## src/rtl/issue_pair_buffer_pkg.sv

```systemverilog
// ============================================================================
// Module   : issue_pair_buffer_pkg
// Purpose  : Shared opcodes, NOP encoding and defaults for the issue buffer.
// Revision : 1.0 - initial release
// ============================================================================
`default_nettype none

package issue_pair_buffer_pkg;

  localparam int DEPTH_DEFAULT = 4;

  localparam logic [6:0] OPC_BRANCH = 7'b1100011;
  localparam logic [6:0] OPC_JAL    = 7'b1101111;
  localparam logic [6:0] OPC_JALR   = 7'b1100111;
  localparam logic [6:0] OPC_LOAD   = 7'b0000011;
  localparam logic [6:0] OPC_STORE  = 7'b0100011;
  localparam logic [6:0] OPC_LUI    = 7'b0110111;
  localparam logic [6:0] OPC_AUIPC  = 7'b0010111;
  localparam logic [6:0] OPC_OP     = 7'b0110011;
  localparam logic [6:0] OPC_OP_IMM = 7'b0010011;

  localparam logic [31:0] NOP_INST = 32'h00000013;

  typedef struct packed {
    logic [31:0] inst;
    logic [31:0] pc;
  } ipb_entry_t;

endpackage

`default_nettype wire

```

## src/rtl/issue_pair_buffer_pre_decode.sv

```systemverilog
// ============================================================================
// Module   : pre_decode
// Purpose  : Extracts register fields and pairing-relevant classes of an inst.
// Revision : 1.0 - initial release
// ============================================================================
`default_nettype none

module pre_decode
  import issue_pair_buffer_pkg::*;
(
  input  logic [31:0] inst,
  output logic [4:0]  rd,
  output logic [4:0]  rs1,
  output logic [4:0]  rs2,
  output logic        writes_rd,
  output logic        reads_rs1,
  output logic        reads_rs2,
  output logic        is_ctrl,
  output logic        is_mem
);

  logic [6:0] w_opc;
  logic       w_unused_bits;

  assign w_opc         = inst[6:0];
  assign rd            = inst[11:7];
  assign rs1           = inst[19:15];
  assign rs2           = inst[24:20];
  assign w_unused_bits = ^{inst[31:25], inst[14:12]};

  // Store/branch keep immediate bits in the rd field, so rd is only live here.
  assign writes_rd = (w_opc == OPC_LUI)  || (w_opc == OPC_AUIPC) ||
                     (w_opc == OPC_JAL)  || (w_opc == OPC_JALR)  ||
                     (w_opc == OPC_OP)   || (w_opc == OPC_OP_IMM) ||
                     (w_opc == OPC_LOAD);

  assign reads_rs1 = (w_opc == OPC_JALR) || (w_opc == OPC_BRANCH) ||
                     (w_opc == OPC_LOAD) || (w_opc == OPC_STORE)  ||
                     (w_opc == OPC_OP)   || (w_opc == OPC_OP_IMM);

  assign reads_rs2 = (w_opc == OPC_BRANCH) || (w_opc == OPC_STORE) ||
                     (w_opc == OPC_OP);

  assign is_ctrl = (w_opc == OPC_BRANCH) || (w_opc == OPC_JAL) ||
                   (w_opc == OPC_JALR);

  assign is_mem  = (w_opc == OPC_LOAD) || (w_opc == OPC_STORE);

endmodule

`default_nettype wire

```

## src/rtl/issue_pair_buffer.sv

```systemverilog
// ============================================================================
// Module   : issue_pair_buffer
// Purpose  : Circular instruction queue between IF and dual-issue ID; decides
//            whether slot1 issues alongside slot0. Optional counters under
//            ISSUE_PAIR_STATS_EN.
// Revision : 1.0 - initial release
// ============================================================================
`default_nettype none

module issue_pair_buffer
  import issue_pair_buffer_pkg::*;
#(
  parameter int DEPTH = DEPTH_DEFAULT,
  parameter int PTR_W = $clog2(DEPTH)
) (
  input  logic        clk,
  input  logic        rst,
  input  logic        fetch_valid0,
  input  logic        fetch_valid1,
  input  logic [31:0] fetch_pc,
  input  logic [31:0] fetch_inst0,
  input  logic [31:0] fetch_inst1,
  output logic        fetch_ready,
  input  logic        ID_stall,
  input  logic        IF_flush,
  output logic        slot0_valid,
  output logic [31:0] slot0_inst,
  output logic [31:0] slot0_pc,
  output logic [31:0] slot1_inst,
  output logic [31:0] slot1_pc,
`ifdef ISSUE_PAIR_STATS_EN
  output logic [31:0] stat_dual_cnt,
  output logic [31:0] stat_single_cnt,
  output logic [31:0] stat_stall_cnt,
`endif
  output logic        two_issue
);

  localparam int CNT_W = PTR_W + 1;

  ipb_entry_t       r_mem [DEPTH];
  logic [PTR_W-1:0] r_head;
  logic [PTR_W-1:0] r_tail;
  logic [CNT_W-1:0] r_count;

  logic [PTR_W-1:0] w_head1;
  logic [PTR_W-1:0] w_tail1;
  logic             w_has0;
  logic             w_has1;
  ipb_entry_t       w_e0;
  ipb_entry_t       w_e1;
  logic [1:0]       w_push;
  logic [1:0]       w_pop;

  assign w_head1 = r_head + PTR_W'(1);
  assign w_tail1 = r_tail + PTR_W'(1);
  assign w_has0  = (r_count != '0);
  assign w_has1  = (r_count >= CNT_W'(2));

  // Absent slots read as zero rather than stale storage.
  assign w_e0 = w_has0 ? r_mem[r_head]  : '0;
  assign w_e1 = w_has1 ? r_mem[w_head1] : '0;

  assign slot0_valid = w_has0;
  assign slot0_inst  = w_e0.inst;
  assign slot0_pc    = w_e0.pc;
  assign slot1_inst  = w_e1.inst;
  assign slot1_pc    = w_e1.pc;

  assign fetch_ready = (r_count <= CNT_W'(DEPTH - 2));

  logic [4:0] w_rd0, w_rs1_0, w_rs2_0, w_rd1, w_rs1_1, w_rs2_1;
  logic       w_wr0, w_rd_rs1_0, w_rd_rs2_0, w_ctrl0, w_mem0;
  logic       w_wr1, w_rd_rs1_1, w_rd_rs2_1, w_ctrl1, w_mem1;
  logic       w_unused_slot;

  pre_decode u_dec0 (
    .inst      (w_e0.inst),
    .rd        (w_rd0),
    .rs1       (w_rs1_0),
    .rs2       (w_rs2_0),
    .writes_rd (w_wr0),
    .reads_rs1 (w_rd_rs1_0),
    .reads_rs2 (w_rd_rs2_0),
    .is_ctrl   (w_ctrl0),
    .is_mem    (w_mem0)
  );

  pre_decode u_dec1 (
    .inst      (w_e1.inst),
    .rd        (w_rd1),
    .rs1       (w_rs1_1),
    .rs2       (w_rs2_1),
    .writes_rd (w_wr1),
    .reads_rs1 (w_rd_rs1_1),
    .reads_rs2 (w_rd_rs2_1),
    .is_ctrl   (w_ctrl1),
    .is_mem    (w_mem1)
  );

  assign w_unused_slot = ^{w_rs1_0, w_rs2_0, w_rd_rs1_0, w_rd_rs2_0,
                           w_rd1, w_wr1, w_ctrl1};

  logic w_raw;
  assign w_raw = w_wr0 && (w_rd0 != 5'd0) &&
                 ((w_rd_rs1_1 && (w_rs1_1 == w_rd0)) ||
                  (w_rd_rs2_1 && (w_rs2_1 == w_rd0)));

  // Driven purely by queue contents and ID controls; fetch never bypasses.
  assign two_issue = w_has1 && !ID_stall && !IF_flush && !w_ctrl0 &&
                     !(w_mem0 && w_mem1) && !w_raw;

  always_comb begin
    w_pop = 2'd0;
    if (!ID_stall && w_has0)
      w_pop = two_issue ? 2'd2 : 2'd1;
  end

  always_comb begin
    w_push = 2'd0;
    if (fetch_ready && fetch_valid0)
      w_push = fetch_valid1 ? 2'd2 : 2'd1;
  end

  always_ff @(posedge clk) begin
    if (rst || IF_flush) begin
      r_head  <= '0;
      r_tail  <= '0;
      r_count <= '0;
    end else begin
      r_head  <= r_head + PTR_W'(w_pop);
      r_tail  <= r_tail + PTR_W'(w_push);
      r_count <= r_count + CNT_W'(w_push) - CNT_W'(w_pop);
    end
  end

  // Storage needs no reset: the count masks every stale entry.
  always_ff @(posedge clk) begin
    if (!rst && !IF_flush) begin
      if (w_push != 2'd0)
        r_mem[r_tail] <= '{inst: fetch_inst0, pc: fetch_pc};
      if (w_push == 2'd2)
        r_mem[w_tail1] <= '{inst: fetch_inst1, pc: fetch_pc + 32'd4};
    end
  end

`ifdef ISSUE_PAIR_STATS_EN
  logic [31:0] r_dual_cnt;
  logic [31:0] r_single_cnt;
  logic [31:0] r_stall_cnt;

  // A flush cycle discards slot0, so it is not counted as an issue or stall.
  always_ff @(posedge clk) begin
    if (rst) begin
      r_dual_cnt   <= '0;
      r_single_cnt <= '0;
      r_stall_cnt  <= '0;
    end else if (!IF_flush) begin
      if (two_issue)
        r_dual_cnt <= r_dual_cnt + 32'd1;
      if (w_pop == 2'd1)
        r_single_cnt <= r_single_cnt + 32'd1;
      if (w_has0 && ID_stall)
        r_stall_cnt <= r_stall_cnt + 32'd1;
    end
  end

  assign stat_dual_cnt   = r_dual_cnt;
  assign stat_single_cnt = r_single_cnt;
  assign stat_stall_cnt  = r_stall_cnt;
`endif

endmodule

`default_nettype wire

```

## config.mk

```make
export PLATFORM = sky130hd
export DESIGN_NAME = issue_pair_buffer
export DESIGN_NICKNAME = d
export VERILOG_FILES = /design/src/rtl/issue_pair_buffer_pkg.sv /design/src/rtl/issue_pair_buffer_pre_decode.sv /design/src/rtl/issue_pair_buffer.sv
export SDC_FILE = /design/constraint.sdc
export NUM_CORES = 1
export LEC_CHECK = 0
export CORE_MARGIN = 5
export CORE_UTILIZATION = 40
export CTS_BUF_LIST = sky130_fd_sc_hd__clkbuf_8
export CTS_CLUSTER_SIZE = 10
export DETAILED_ROUTE_END_ITERATION = 10
export GPL_ROUTABILITY_DRIVEN = 0
export GPL_TIMING_DRIVEN = 0
export PLACE_DENSITY_LB_ADDON = 0.3
export SLEW_MARGIN = 20
export SYNTH_ARGS = -nofsm -noshare
export SYNTH_HDL_FRONTEND = slang
export SYNTH_SLANG_ARGS = --single-unit
```

## constraint.sdc

```tcl
create_clock -name clk -period 7.25 [get_ports clk]
set_input_delay 1.45 -clock clk [delete_from_list [all_inputs] [get_ports clk]]
set_output_delay 1.45 -clock clk [all_outputs]
set_load 0.01 [all_outputs]
```

==> results of run 1 <==
==> cell families (layout without fill, tap and decap cells) <==
logic type | count (synthesis) | count (layout) | share of synthesized area
AND/OR/NAND/NOR | 752 | 752 | 0.2078
flip-flops | 263 | 263 | 0.4873
multiplexers | 140 | 140 | 0.1851
XOR/XNOR | 124 | 124 | 0.06761
buffers and inverters | 122 | 428 | 0.03272
AO/OA/AOI/OAI | 34 | 34 | 0.01464
adder cells (fa/ha/maj) | 5 | 5 | 0.004830
other | 0 | 4 | 0
==> sequential cells by signal (all words and copies together) (netlist names) <==
name	count
r_mem	256
r_count	3
r_head	2
r_tail	2
==> worst reg2reg max path, delay by kind of cell (launching register included) <==
family	cells	cell delay [ps]
AOI/OAI and AO/OA	3	970
adders and majority gates	2	900
buffers and inverters	3	830
DFF	1	490
muxes	1	430
xor gates and xnor gates	2	330
and+or+nand+nor	1	50
==> metal layers <==
| layer | GRT usage | vias to the layer above | wire length (um) |
|---|---|---|---|
| li1 | - | 5579 | - |
| met1 | 0.3214 | 6275 | 21030 |
| met2 | 0.3784 | 781 | 25340 |
| met3 | 0.05269 | 142 | 5542 |
| met4 | 0.09278 | 14 | 2093 |
| met5 | 0 | - | 73 |
==> where the power goes <==
part	total (uW)	switching, uW	internal [uW]
registers	1750	26.8	1730
clock network	1330	639	690
logic	2140	1100	1040
total	5220	1770	3450
==> per-stage QoR <==
stage	util	TNS (ps)	setup WS, ps	hold slack (ps)
floorplan	-	-15910	-124.3	590.2
global placement	0.4722	-1321410	-5306	617.7
detailed placement	0.4842	0	1567	638.9
CTS	0.5065	0	950.9	655.5
global route	0.5067	0	746.3	684.4
finish	0.5067	0	945.6	649.8
==> cell type report <==
| cell class | instances | area, sq um | area share |
|---|---|---|---|
| Sequential cell | 263 | 7828 | 0.3888 |
| Multi-Input combinational cell | 1055 | 7757 | 0.3853 |
| Timing Repair Buffer | 220 | 2470 | 0.1227 |
| Clock buffer | 48 | 660.6 | 0.03281 |
| Tap cell | 525 | 656.9 | 0.03263 |
| Buffer | 114 | 496.7 | 0.02467 |
| Clock inverter | 38 | 224.0 | 0.01112 |
| Inverter | 8 | 30.03 | 0.001492 |
| Antenna cell | 4 | 10.01 | 0.0004972 |
==> worst max-delay path by stage <==
stage,start,to,slack (ps)
2_1_floorplan,IF_flush,r_mem[0][0],-120
3_3_place_gp,IF_flush,r_mem[0][17],-5310
3_5_place_dp,r_head[0],slot1_inst[12],1570
5_1_grt,r_head[0],slot1_inst[12],750
6_report,r_head[0],slot1_inst[12],950
4_1_cts,r_head[0],slot1_inst[12],950
==> synth_stat cells, types with 3 or more instances <==
| master | n |
|---|---|
| buf_1 | 22 |
| a211oi_1 | 4 |
| nand3_1 | 18 |
| dfxtp_1 | 7 |
| and4_1 | 4 |
| or2_2 | 5 |
| nand2_1 | 470 |
| buf_2 | 21 |
| inv_1 | 7 |
| xor2_1 | 64 |
| edfxtp_1 | 256 |
| nor2_1 | 89 |
| nor4_1 | 5 |
| nor3_1 | 10 |
| o21ai_0 | 11 |
| or3_1 | 4 |
| mux4_1 | 5 |
| xnor2_1 | 60 |
| mux2i_1 | 9 |
| buf_4 | 3 |
| clkbuf_1 | 65 |
| nor2b_1 | 4 |
| nand4_1 | 5 |
| a31oi_1 | 3 |
| and2_1 | 123 |
| mux2_2 | 5 |
| ha_1 | 3 |
| mux4_2 | 117 |
==> cell usage in the layout, fill, tap and decap left out, types with 5 or more instances in the layout <==
cell	count
nand2_1	470
edfxtp_1	256
clkdlybuf4s50_1	204
and2_1	123
mux4_2	117
nor2_1	88
clkbuf_1	65
xor2_1	64
xnor2_1	60
clkbuf_8	48
buf_2	22
inv_1	22
buf_1	21
nand3_1	18
buf_16	15
clkinv_2	11
nor3_1	10
mux2i_1	9
o21ai_0	7
dfxtp_1	7
clkinv_1	6
mux2_2	5
or2_2	5
mux4_1	5
nor4_1	5
nand4_1	5
==> impl_metrics.ini, run 1 <==
[yosys]
synth_top_cell_area_share = 0.4786
synth_area_leaders = edfxtp_1 (48%), mux4_2 (16%), nand2_1 (11%), and2_1 (4.8%), xor2_1 (3.5%)
ys_seq_elements = 263
synth.distinct_cells = 58
synthFlopType = edfxtp_1
synth_edf_count = 256
synth_area_per_cell_sq_um = 11.15
yosysSeqAreaShare = 0.4873
ys_warn_count = 0
synth_area_leader_cell = edfxtp_1
syn_inst = 1440
async_reset_ff_frac = 0
syn_nets = 1547
syn_area_sq_um = 16060

[timing]
fin_crit_sh = 0.8696
max_slew_margin = 0.2635
worst_pin_slew_ps = 1101
finalSetupViolations = 0
rsz0062_at_grt = false
drv_slew = 0
fin_skew_ps = 13.73
fmax_ghz = 0.1586
hold_violations = 0
period_needed_ps = 6304

[clocking]
cts_setup_buffers = 0
clockBufferDepth = 3
path_clk_slew_ps = 60
htreeDepth = 2
cts_root_buf = clkbuf_8
cts_tree = done
holdBufCountCts = 0
post_cts_resized = 0
cts_made_buffers = 47
clk_latency_ps = 590
cts.sinks = 263

[final_layout]
fillers = 3523
fin_nets = 1816
syn_to_final_growth_pct = 25.34
design_area_sq_um = 20130
fin_cells = 2275
drive_gt1_frac = 0.1443

[hold_path]
worstHoldStart = r_tail[0]
hold_end = r_tail[0]
holdPathStages = 2
hold_class = reg2reg

[critical_path]
r2r-start = r_head[0]
crit_arrival_ps = 4850
cp.depth = 8
crit_slowest_cell = buf_1
slowest_delay_ps = 820
startpoint_type = flip-flop
critical_path_class = reg2out
path_common_cell = buf_2
path_buf_inv = 6
r2r-end = r_count[2]
path_delay_family = buffers and inverters
cp-end-kind = output pin
worstPathRequired_ps = 5800
r2r_slack_ps = 3120
crit_chain = buf_2, buf_2, buf_2, clkbuf_1, buf_1, mux4_2, and2_1, clkdlybuf4s50_1
cp_max_fo = 10
rr_worst_depth = 12

[power_and_ir_drop]
total_power_uw = 5220
pwr_density_cell_nw_per_um2 = 259.3
ir_drop_mv = 0.1359
p_leak_uw = 0.007079

[job]
maxCapViolCount = 0

[outcome]
status = finished clean

[routing]
final_antenna_net_count = 0
dr.first_iter.drc_count = 1388
via_per_inst = 5.622
dr.pass1.iters = 6
drc = 0
wl_per_cell_um = 23.77
vias = 12790
drt-total-wl_um = 54080

[floorplanning]
chipHeight_um = 210.4
fp.dieArea_sq_um = 44260
die_w_um = 210.4
ios = 233
fp-row-count = 73
coreArea_sq_um = 39730
start_util = 0.4043

[grt]
antenna_found_initial = 11
grt_pass1_vias = 12940
grt_pass1_wl_um = 79910
grt_usage = 0.2379
overflow = 0
grt_max_degree = 19

[place]
post_dp_cell_area_sq_um = 19240
place_inst = 2185
port_buffers = 204
dpl.hpwl_um = 39030
(Power assumes the default switching activity.)
==> run 2: changes to the inputs <==
--- a/config.mk
+++ b/config.mk
@@ -13,7 +13,6 @@
 export GPL_ROUTABILITY_DRIVEN = 0
 export GPL_TIMING_DRIVEN = 0
 export PLACE_DENSITY_LB_ADDON = 0.3
-export SLEW_MARGIN = 20
 export SYNTH_ARGS = -nofsm -noshare
 export SYNTH_HDL_FRONTEND = slang
 export SYNTH_SLANG_ARGS = --single-unit
==> run 2 against run 1 <==
  * Clock power rose by 3%
  * Die area did not move
  * Setup slack got worse by 9.4 ps
  * Clock-buffer cell count rose by 1
  * Non-clock buffer count fell by 5
  * Sequential power barely moved
  * First-iteration DRC count fell by 2.8%
  * Maximum frequency fell by 0.15%
  * Global-route usage fell by 0.15 points
  * Sequential cell count did not move
  * Wire length fell by 0.77%
  * Critical endpoint is now slot1_pc[31]
  * Largest cell class unchanged
==> impl_metrics.ini, run 2 (synthesized netlist as in run 1, its figures left out) <==
[final_layout]
reg.largest.list = r_mem x256, r_count x3
fin_nets = 1811
utilization = 0.5024
design_area_sq_um = 19960
fillers = 3499
final_cell_mix = nand2_1 (470), edfxtp_1 (256), clkdlybuf4s50_1 (204)
largest_register_ffs = 256
top_register = r_mem
fin_cells = 2273
drive_gt1_frac = 0.1391
syn_to_final_growth_pct = 24.28
layout_commonest_cell = nand2_1

[timing]
fin_skew_ps = 34.53
max_slew_margin = 0.09489
fin_crit_sh = 0.8709
finalSetupViolations = 0
fin_ws_ps = 936.2
hold_violations = 0
timing.hold.ws_ps = 658.4
period_needed_ps = 6314
rsz0062_at_grt = false
worst_pin_slew_ps = 1353
drv_slew = 0
fmax_ghz = 0.1584

[floorplanning]
chipHeight_um = 210.4
coreArea_sq_um = 39730
die_w_um = 210.4
fp-row-count = 73
fp.dieArea_sq_um = 44260
ios = 233
start_util = 0.4043

[routing]
drc = 0
dr.first_iter.drc_count = 1349
final_antenna_net_count = 0
via_per_inst = 5.582
dr.pass1.iters = 6
vias = 12690
wl_per_cell_um = 23.61
drt-total-wl_um = 53660

[critical_path]
critical_path_class = reg2out
crit_arrival_ps = 4860
cp-end-kind = output pin
startpoint_type = flip-flop
cp_max_fo = 10
worstPathRequired_ps = 5800

[clocking]
htreeDepth = 2
cts.sinks = 263
cts_made_buffers = 47
path_clk_slew_ps = 60
cts_setup_buffers = 0
clk_latency_ps = 590
clockBufferDepth = 3
cts_tree = done
cts_root_buf = clkbuf_8
post_cts_resized = 0
holdBufCountCts = 0

[hold_path]
hold_class = reg2reg

[place]
dpl.hpwl_um = 38500
place_inst = 2180
port_buffers = 204
post_dp_cell_area_sq_um = 19040
post-place-ws_ps = 1646

[power_and_ir_drop]
p_leak_uw = 0.007016
pwr_density_cell_nw_per_um2 = 262.9
ir_drop_mv = 0.1350

[grt]
grt_pass1_wl_um = 79450
overflow = 0
grt_pass1_vias = 12920
antenna_found_initial = 14
grt_usage = 0.2364
grt_max_degree = 23

[outcome]
status = finished clean

[job]
maxCapViolCount = 0
-- run 2: cell count changes in the layout (fill, tap and decap cells not counted), sizes merged --
cell / before / now
buf: 65 / 60
bufinv: 2 / 3
clkbuf: 113 / 114
clkinvlp: 4 / 0
diode: 4 / 8
inv: 23 / 24
-- run 2: worst max-delay path, stage by stage, from the launching register on --
cell             delay [ps]
dfxtp_1                 510
buf_2                   380
buf_2                   380
buf_2                   420
clkbuf_1                660
buf_1                   790
mux4_2                  410
and2_1                  200
clkdlybuf4s50_1         480
-- run 2: power by group --
group / switching, uW / internal, uW
clock: 638 / 732
combinational: 1100 / 1030
sequential: 27.1 / 1730
total: 1760 / 3490
-- run 2: stage by stage --
step / total power (uW) / setup TNS, ps
2_1_floorplan: 2850 / -15910
3_3_place_gp: 3905 / -1321410
3_5_place_dp: 3914 / 0
4_1_cts: 5277 / 0
5_1_grt: 5467 / 0
6_report: 5248 / 0
-- run 2: worst paths after layout --
| check | start | cells after the start | slack, ps | to |
|---|---|---|---|---|
| worst max-delay path | r_head[0] | 8 | 940 | slot1_pc[31] |
| worst min-delay path | r_tail[0] | 2 | 660 | r_tail[0] |
| worst max register to register | r_head[0] | 12 | 3100 | r_count[2] |
| worst min register to register | r_tail[0] | 2 | 660 | r_tail[0] |
-- run 2: area by class of cell --
| type | instances | area (sq um) | area share |
|---|---|---|---|
| Clock inverter | 36 | 226.5 | 0.01134 |
| Sequential cell | 263 | 7828 | 0.3921 |
| Multi-Input combinational cell | 1055 | 7755 | 0.3885 |
| Antenna cell | 8 | 20.02 | 0.001003 |
| Tap cell | 525 | 656.9 | 0.03291 |
| Timing Repair Buffer | 215 | 2277 | 0.1141 |
| Inverter | 8 | 30.03 | 0.001504 |
| Clock buffer | 49 | 674.4 | 0.03378 |
| Buffer | 114 | 495.5 | 0.02482 |
-- run 2: layer usage --
| layer | global-route usage | wire, um | vias up |
|---|---|---|---|
| li1 | - | - | 5577 |
| met1 | 0.3164 | 20830 | 6252 |
| met2 | 0.3745 | 25110 | 710 |
| met3 | 0.05715 | 5666 | 136 |
| met4 | 0.09479 | 2003 | 12 |
| met5 | 0 | 59 | - |
